==> config.mk <==
export PLATFORM = sky130hd
export DESIGN_NAME = min_search_stream_flat
export DESIGN_NICKNAME = d
export VERILOG_FILES = /design/src/rtl/min_search_stream_if.sv /design/src/rtl/min_search_stream.sv /design/src/flat_wrapper.sv
export SDC_FILE = /design/constraint.sdc
export NUM_CORES = 1
export LEC_CHECK = 0
export BUFFER_PORTS_ARGS = -buffer_cell sky130_fd_sc_hd__buf_2
export CORE_MARGIN = 2
export CORE_UTILIZATION = 62
export CTS_CLUSTER_DIAMETER = 30
export DETAILED_ROUTE_END_ITERATION = 8
export HOLD_SLACK_MARGIN = 0.06
export PLACE_DENSITY = 0.95
export SLEW_MARGIN = 20
export SYNTH_ARGS = -nofsm -noshare
export SYNTH_HDL_FRONTEND = slang
export SYNTH_SLANG_ARGS = --single-unit
==> constraint.sdc <==
create_clock -name clk_i -period 10.4 [get_ports clk_i]
set_input_delay 1.04 -clock clk_i [delete_from_list [all_inputs] [get_ports clk_i]]
set_output_delay 1.04 -clock clk_i [all_outputs]
set_load 0.005 [all_outputs]
==> src/rtl/min_search_stream_if.sv <==
// Purpose: handshake/bus bundle for the streaming argmin engine.
//   slave  : seen by min_search_stream (control + beat stream in, result out)
//   master : seen by the producer/consumer driving the engine
// Signals: start_i, num_classes_i, threshold_i, dist_i, dist_valid_i,
//          dist_ready_o, busy_o, result_valid_o, result_ready_i,
//          min_value_o, min_index_o, hit_o
interface min_search_stream_if #(
  parameter int unsigned DistWidth  = 16,
  parameter int unsigned NumLanes   = 8,
  parameter int unsigned MaxClasses = 1024,
  parameter int unsigned IdxWidth   = $clog2(MaxClasses)
);
  logic                          start_i;
  logic [IdxWidth:0]             num_classes_i;
  logic [DistWidth-1:0]          threshold_i;
  logic [NumLanes*DistWidth-1:0] dist_i;
  logic                          dist_valid_i;
  logic                          dist_ready_o;
  logic                          busy_o;
  logic                          result_valid_o;
  logic                          result_ready_i;
  logic [DistWidth-1:0]          min_value_o;
  logic [IdxWidth-1:0]           min_index_o;
  logic                          hit_o;

  modport slave (
    input  start_i, num_classes_i, threshold_i, dist_i, dist_valid_i, result_ready_i,
    output dist_ready_o, busy_o, result_valid_o, min_value_o, min_index_o, hit_o
  );

  modport master (
    output start_i, num_classes_i, threshold_i, dist_i, dist_valid_i, result_ready_i,
    input  dist_ready_o, busy_o, result_valid_o, min_value_o, min_index_o, hit_o
  );
endinterface

==> src/rtl/min_search_stream.sv <==
// Purpose: streaming argmin over N classes delivered NumLanes distances per beat.
//   Each accepted beat is reduced by a compare tree into a stage register and
//   then folded into a running best; reports min value, its class index and
//   whether it meets the threshold latched at start.
// Ports: clk_i, rst_ni (async active-low), bus (min_search_stream_if.slave)
module min_search_stream #(
  parameter int unsigned DistWidth  = 16,
  parameter int unsigned NumLanes   = 8,
  parameter int unsigned MaxClasses = 1024,
  parameter int unsigned IdxWidth   = $clog2(MaxClasses)
) (
  input  logic                 clk_i,
  input  logic                 rst_ni,
  min_search_stream_if.slave   bus
);
  localparam int unsigned LaneBits = $clog2(NumLanes);
  localparam int unsigned CntWidth = IdxWidth + 1;
  localparam int unsigned NodeCnt  = 2 * NumLanes - 1;

  typedef enum logic [1:0] {IDLE, RUN, DRAIN, DONE} state_e;

  state_e               r_state;
  logic [CntWidth-1:0]  r_n;
  logic [CntWidth-1:0]  r_last;
  logic [CntWidth-1:0]  r_beat;
  logic [DistWidth-1:0] r_thr;
  logic                 r_ready;
  logic                 r_busy;
  logic                 r_rvalid;
  logic                 r_stg_vld;
  logic [DistWidth-1:0] r_stg_val;
  logic [IdxWidth-1:0]  r_stg_idx;
  logic                 r_seen;
  logic [DistWidth-1:0] r_best;
  logic [IdxWidth-1:0]  r_best_idx;
  logic                 r_hit;

  logic                 w_acc;
  logic [CntWidth-1:0]  w_base;
  logic                 w_take;
  logic [DistWidth-1:0] w_new_best;

  // Heap-ordered compare tree: node i has children 2i+1 / 2i+2, leaves hold lanes in order
  logic [DistWidth-1:0] w_nval [NodeCnt];
  logic [LaneBits-1:0]  w_nidx [NodeCnt];
  logic                 w_nvld [NodeCnt];

  assign w_acc  = r_ready & bus.dist_valid_i;
  assign w_base = CntWidth'(r_beat << LaneBits);

  // Beat reduction; lanes past N are masked, left (lower lane) wins ties
  always_comb begin
    for (int i = 0; i < int'(NodeCnt); i++) begin
      w_nval[i] = '1;
      w_nidx[i] = '0;
      w_nvld[i] = 1'b0;
    end
    for (int j = 0; j < int'(NumLanes); j++) begin
      w_nval[int'(NumLanes) - 1 + j] = bus.dist_i[j*DistWidth +: DistWidth];
      w_nidx[int'(NumLanes) - 1 + j] = LaneBits'(j);
      w_nvld[int'(NumLanes) - 1 + j] = (CntWidth'(w_base + CntWidth'(j)) < r_n);
    end
    for (int i = int'(NumLanes) - 2; i >= 0; i--) begin
      if (w_nvld[2*i+1] && (!w_nvld[2*i+2] || (w_nval[2*i+1] <= w_nval[2*i+2]))) begin
        w_nval[i] = w_nval[2*i+1];
        w_nidx[i] = w_nidx[2*i+1];
        w_nvld[i] = 1'b1;
      end else begin
        w_nval[i] = w_nval[2*i+2];
        w_nidx[i] = w_nidx[2*i+2];
        w_nvld[i] = w_nvld[2*i+2];
      end
    end
  end

  // Strict less-than keeps the earlier (lower) index on cross-beat ties
  assign w_take     = r_stg_vld & (~r_seen | (r_stg_val < r_best));
  assign w_new_best = w_take ? r_stg_val : r_best;

  // Control FSM, stage register and running-best fold
  always_ff @(posedge clk_i or negedge rst_ni) begin
    if (!rst_ni) begin
      r_state    <= IDLE;
      r_n        <= '0;
      r_last     <= '0;
      r_beat     <= '0;
      r_thr      <= '0;
      r_ready    <= 1'b0;
      r_busy     <= 1'b0;
      r_rvalid   <= 1'b0;
      r_stg_vld  <= 1'b0;
      r_stg_val  <= '1;
      r_stg_idx  <= '0;
      r_seen     <= 1'b0;
      r_best     <= '1;
      r_best_idx <= '0;
      r_hit      <= 1'b0;
    end else begin
      if (r_stg_vld) begin
        r_seen <= 1'b1;
        r_hit  <= (w_new_best <= r_thr);
        if (w_take) begin
          r_best     <= r_stg_val;
          r_best_idx <= r_stg_idx;
        end
      end

      r_stg_vld <= w_acc & w_nvld[0];
      if (w_acc) begin
        r_stg_val <= w_nval[0];
        r_stg_idx <= IdxWidth'(w_base + CntWidth'(w_nidx[0]));
        r_beat    <= r_beat + CntWidth'(1);
      end

      case (r_state)
        IDLE: begin
          if (bus.start_i) begin
            r_n        <= bus.num_classes_i;
            r_thr      <= bus.threshold_i;
            // Index of the final beat: ceil(N/NumLanes)-1
            r_last     <= CntWidth'((bus.num_classes_i - CntWidth'(1)) >> LaneBits);
            r_beat     <= '0;
            r_best     <= '1;
            r_best_idx <= '0;
            r_seen     <= 1'b0;
            r_hit      <= 1'b0;
            r_busy     <= 1'b1;
            if (bus.num_classes_i != '0) begin
              r_state <= RUN;
              r_ready <= 1'b1;
            end else begin
              r_state  <= DONE;
              r_rvalid <= 1'b1;
            end
          end
        end
        RUN: begin
          if (w_acc && (r_beat == r_last)) begin
            r_state <= DRAIN;
            r_ready <= 1'b0;
          end
        end
        DRAIN: begin
          r_state  <= DONE;
          r_rvalid <= 1'b1;
        end
        DONE: begin
          if (bus.result_ready_i) begin
            r_state  <= IDLE;
            r_rvalid <= 1'b0;
            r_busy   <= 1'b0;
          end
        end
        default: r_state <= IDLE;
      endcase
    end
  end

  assign bus.dist_ready_o   = r_ready;
  assign bus.busy_o         = r_busy;
  assign bus.result_valid_o = r_rvalid;
  assign bus.min_value_o    = r_best;
  assign bus.min_index_o    = r_best_idx;
  assign bus.hit_o          = r_hit;
endmodule

==> src/flat_wrapper.sv <==
// flat-port wrapper written by rule: the top's interface ports become plain ports
module min_search_stream_flat 
#(
  parameter int unsigned DistWidth  = 16,
  parameter int unsigned NumLanes   = 8,
  parameter int unsigned MaxClasses = 1024,
  parameter int unsigned IdxWidth   = $clog2(MaxClasses)
)
  (clk_i, rst_ni, bus_start_i, bus_num_classes_i, bus_threshold_i, bus_dist_i, bus_dist_valid_i, bus_result_ready_i, bus_dist_ready_o, bus_busy_o, bus_result_valid_o, bus_min_value_o, bus_min_index_o, bus_hit_o);
  min_search_stream_if #(.DistWidth(DistWidth), .NumLanes(NumLanes), .MaxClasses(MaxClasses), .IdxWidth(IdxWidth)) bus_i ();
  input  logic clk_i;
  input  logic rst_ni;
  input wire logic [$bits(bus_i.start_i)-1:0] bus_start_i;
  input wire logic [$bits(bus_i.num_classes_i)-1:0] bus_num_classes_i;
  input wire logic [$bits(bus_i.threshold_i)-1:0] bus_threshold_i;
  input wire logic [$bits(bus_i.dist_i)-1:0] bus_dist_i;
  input wire logic [$bits(bus_i.dist_valid_i)-1:0] bus_dist_valid_i;
  input wire logic [$bits(bus_i.result_ready_i)-1:0] bus_result_ready_i;
  output wire logic [$bits(bus_i.dist_ready_o)-1:0] bus_dist_ready_o;
  output wire logic [$bits(bus_i.busy_o)-1:0] bus_busy_o;
  output wire logic [$bits(bus_i.result_valid_o)-1:0] bus_result_valid_o;
  output wire logic [$bits(bus_i.min_value_o)-1:0] bus_min_value_o;
  output wire logic [$bits(bus_i.min_index_o)-1:0] bus_min_index_o;
  output wire logic [$bits(bus_i.hit_o)-1:0] bus_hit_o;
  assign bus_i.start_i = bus_start_i;
  assign bus_i.num_classes_i = bus_num_classes_i;
  assign bus_i.threshold_i = bus_threshold_i;
  assign bus_i.dist_i = bus_dist_i;
  assign bus_i.dist_valid_i = bus_dist_valid_i;
  assign bus_i.result_ready_i = bus_result_ready_i;
  assign bus_dist_ready_o = bus_i.dist_ready_o;
  assign bus_busy_o = bus_i.busy_o;
  assign bus_result_valid_o = bus_i.result_valid_o;
  assign bus_min_value_o = bus_i.min_value_o;
  assign bus_min_index_o = bus_i.min_index_o;
  assign bus_hit_o = bus_i.hit_o;
  min_search_stream #(.DistWidth(DistWidth), .NumLanes(NumLanes), .MaxClasses(MaxClasses), .IdxWidth(IdxWidth)) u_core (.clk_i(clk_i), .rst_ni(rst_ni), .bus(bus_i));
endmodule
==> results.tsv <==
metric	value	unit
clock insertion delay at the later pin of the skew report	0.36	ns
Yosys cell types	62	
clk buf depth	2	
largest net degree at the start of global routing	70	
Multi-input gate area	6620	sq um
RSZ-0062 raised after global routing	false	
crit path kind	reg -> reg	
num ports	190	
Slew @ Worst Pin	0.987	ns
Fill cells	1205	
CP Launch Point	u_core.r_beat[3]$_DFF_PN0_	
core box area	15900	sq um
max-slew violations	0	
Post-CTS Setup Bufs	0	
worst reg2reg path startpoint	u_core.r_beat[3]$_DFF_PN0_	
critical path launch point type	flop	
worst r2r path cells	22	
CP bufs+invs	0	
fin crit period	7.92	ns
fraction of layout cells with a size suffix above 1	0.205	
DP Wirelength	22300	microns
crit path max fanout	17	
crit path cell chain	ha_1 > a21oi_2 > o21ai_2 > a211oi_1 > o21a_1 > mux2i_1 > ha_1 > nand4_1 > nor3_1 > o21ai_0 > a21o_1 > nand2_1 > mux2i_1 > ha_1 > a2111oi_0 > o21ai_0 > o2111ai_1 > nand2_1 > o211ai_1 > nand2_1 > nor2_1 > a221o_1	
Hold Buf Count CTS	0	
Reg clk slew, reported paths	0.08	ns
chip height	131	microns
Post-Route Setup TNS	0	ns
Vias	9615	
Vias/cell	6.14	
Iter 0 DRT Violations	812	
FMAX	126	MHz
Layout Nets	1662	
Synth Instances	1186	
Crit path required time	10.69	ns
WL/cell	18.0	microns
slew margin rel.	0.340	
GRT Total Usage	0.324	
CP delay by family, top	compound AO/OA/AOI/OAI gates	
Yosys warnings	0	
commonest non-fill, non-tap cell in the layout	buf_2	
Initial Utilization	0.633	
ys flop type	dfrtp_1	
H-tree depth	3	
first-pass GRT wire length	46000	microns
clock sink total	106	
Post-synth EDFFs	0	
CTS tree	done	
overall routed net length	28100	microns
slowest CP cell	o21a_1	
Worst Path Arrival	8.21	ns
Final ANT Viol Nets	0	
DRC	0	
final cycle utilization of the critical path	0.761	
total power	3.26	mW
Peak VDD IR	0.157	mV
die width	131	microns
Crit. End Element	flop	
max_cap viols	0	
post-CTS sizing	0	
vias in the first global route	9359	
hold path start	u_core.r_stg_idx[7]$_DFFE_PN0P_	
Mapped Avg Cell Area	8.48	sq um
worst reg2reg endpoint	u_core.r_stg_val[8]$_DFFE_PN1P_	
GPL Wtd Cong	0.976	
Seq/Total Area, Yosys	0.268	
Worst Hold Class	reg -> reg	
Lkg Pwr	6.11	nW
synthesis-to-layout area growth	14.0	%
Cell Pwr Density	284	nW/um^2
largest stage delay on the critical path	0.81	ns
antenna violations before repair	0	
syn nets	1503	
CTS root buf	clkbuf_16	
WHS Path Cells	2	
Setup Skew	0.0107	ns
synthesis-stage register bit count	106	
Die ar.	17300	sq um
register area	2690	sq um
FP Rows	46	
reg2reg setup slack	2.48	ns
Final Hold Vio Count	0	
WHS Endpoint	u_core.r_stg_idx[7]$_DFFE_PN0P_	
asr flop ratio synth	1.00	
n_diodes	0	
status	finished, final reports clean	
Num CTS Buffers	9	
first drt pass iteration count	5	
most frequent cells in the layout	188 x buf_2, 157 x ha_1, 143 x inv_1	
IO Port Bufs	189	
# setup viols final	0	
GRT overflow	0	
Cell Area, Synth	10100	sq um
-- worst max-delay path by stage --
stage / end / slack (ns) / depth (start not counted)
2_1_floorplan: u_core.r_stg_val[14]$_DFFE_PN1P_ / 3.84 / 28
3_3_place_gp: u_core.r_stg_val[15]$_DFFE_PN1P_ / 2.25 / 26
3_5_place_dp: u_core.r_stg_val[8]$_DFFE_PN1P_ / 2.34 / 26
4_1_cts: u_core.r_stg_val[6]$_DFFE_PN1P_ / 2.68 / 26
5_1_grt: u_core.r_stg_val[8]$_DFFE_PN1P_ / 2.03 / 25
6_report: u_core.r_stg_val[8]$_DFFE_PN1P_ / 2.48 / 22
-- sequential cells by signal (all words and copies together), names as in the netlist --
signal / count
u_core.bus.min_index_o: 10
u_core.r_stg_val: 16
u_core.r_stg_vld: 1
u_core.bus.busy_o: 1
u_core.r_beat: 11
u_core.bus.result_valid_o: 1
u_core.bus.min_value_o: 16
u_core.r_seen: 1
u_core.r_state: 2
u_core.r_n: 11
u_core.bus.hit_o: 1
u_core.r_stg_idx: 10
u_core.r_last: 8
u_core.r_thr: 16
u_core.bus.dist_ready_o: 1
-- logic make-up (layout without fill, tap and decap cells) --
kind of cell             count (synthesis)  in the layout  synth area share
adder cells (fa/ha/maj)                157            157             0.195
buffers and inverters                  193            357            0.0756
multiplexers                            77             77            0.0789
AO/OA/AOI/OAI                          323            323             0.219
XOR/XNOR                                20             20            0.0174
flip-flops                             106            106             0.268
AND/OR/NAND/NOR                        310            310             0.146
-- metrics by stage --
stage / setup slack [ns] / hold slack [ns] / std cells / utilization / cell area [sq um]
after detailed placement: 2.34 / 0.466 / 1550 / 0.701 / 11100
after global placement: 2.25 / 0.459 / 1550 / 0.701 / 11100
after global routing: 2.03 / 0.501 / 1566 / 0.722 / 11500
after floorplan: 3.84 / 0.446 / 1186 / - / 10100
after CTS: 2.68 / 0.485 / 1566 / 0.721 / 11500
final: 2.48 / 0.482 / 1566 / 0.722 / 11500
-- synthesized netlist by cell type, drive strengths merged (26+ instances only) --
cell    number  area share
ha         157        0.20
inv        143       0.053
nand2      141       0.053
o21ai       94       0.047
dfrtp       74        0.18
a21oi       59       0.030
mux2i       59       0.059
o211ai      56       0.042
nand4       50       0.031
nor2        37       0.015
clkbuf      36       0.013
dfstp       32       0.084
nand3       26       0.013
-- per-layer routing --
layer	track usage	vias to the layer above	routed length, microns
li1	-	4628	-
met2	0.546	426	13300
met5	0	-	0
met1	0.432	4500	12100
met4	0.110	0	879
met3	0.0401	61	1870
-- where the power goes --
group	switching (mW)	leakage, nW	internal, mW	total (mW)
registers	0.145	1.26	0.642	0.786
clock network	0.160	0.155	0.214	0.374
logic	1.23	4.69	0.866	2.10
-- worst register-to-register path, delay by kind of cell, from the launching register on --
kind                       cells  cell delay, ns
DFF                            1            0.51
and+or+nand+nor                6            2.07
muxes                          2            0.74
AOI/OAI and AO/OA             11            3.45
adders and majority gates      3            1.09
-- layout make-up --
class / instances / area share
Tap cell: 216 / 0.0236
Inverter: 143 / 0.0468
Sequential cell: 106 / 0.235
Clock inverter: 6 / 0.00840
Timing Repair Buffer: 198 / 0.0886
Clock buffer: 10 / 0.0200
Multi-Input combinational cell: 887 / 0.578
Note: power is estimated with default switching activity, not from simulation.
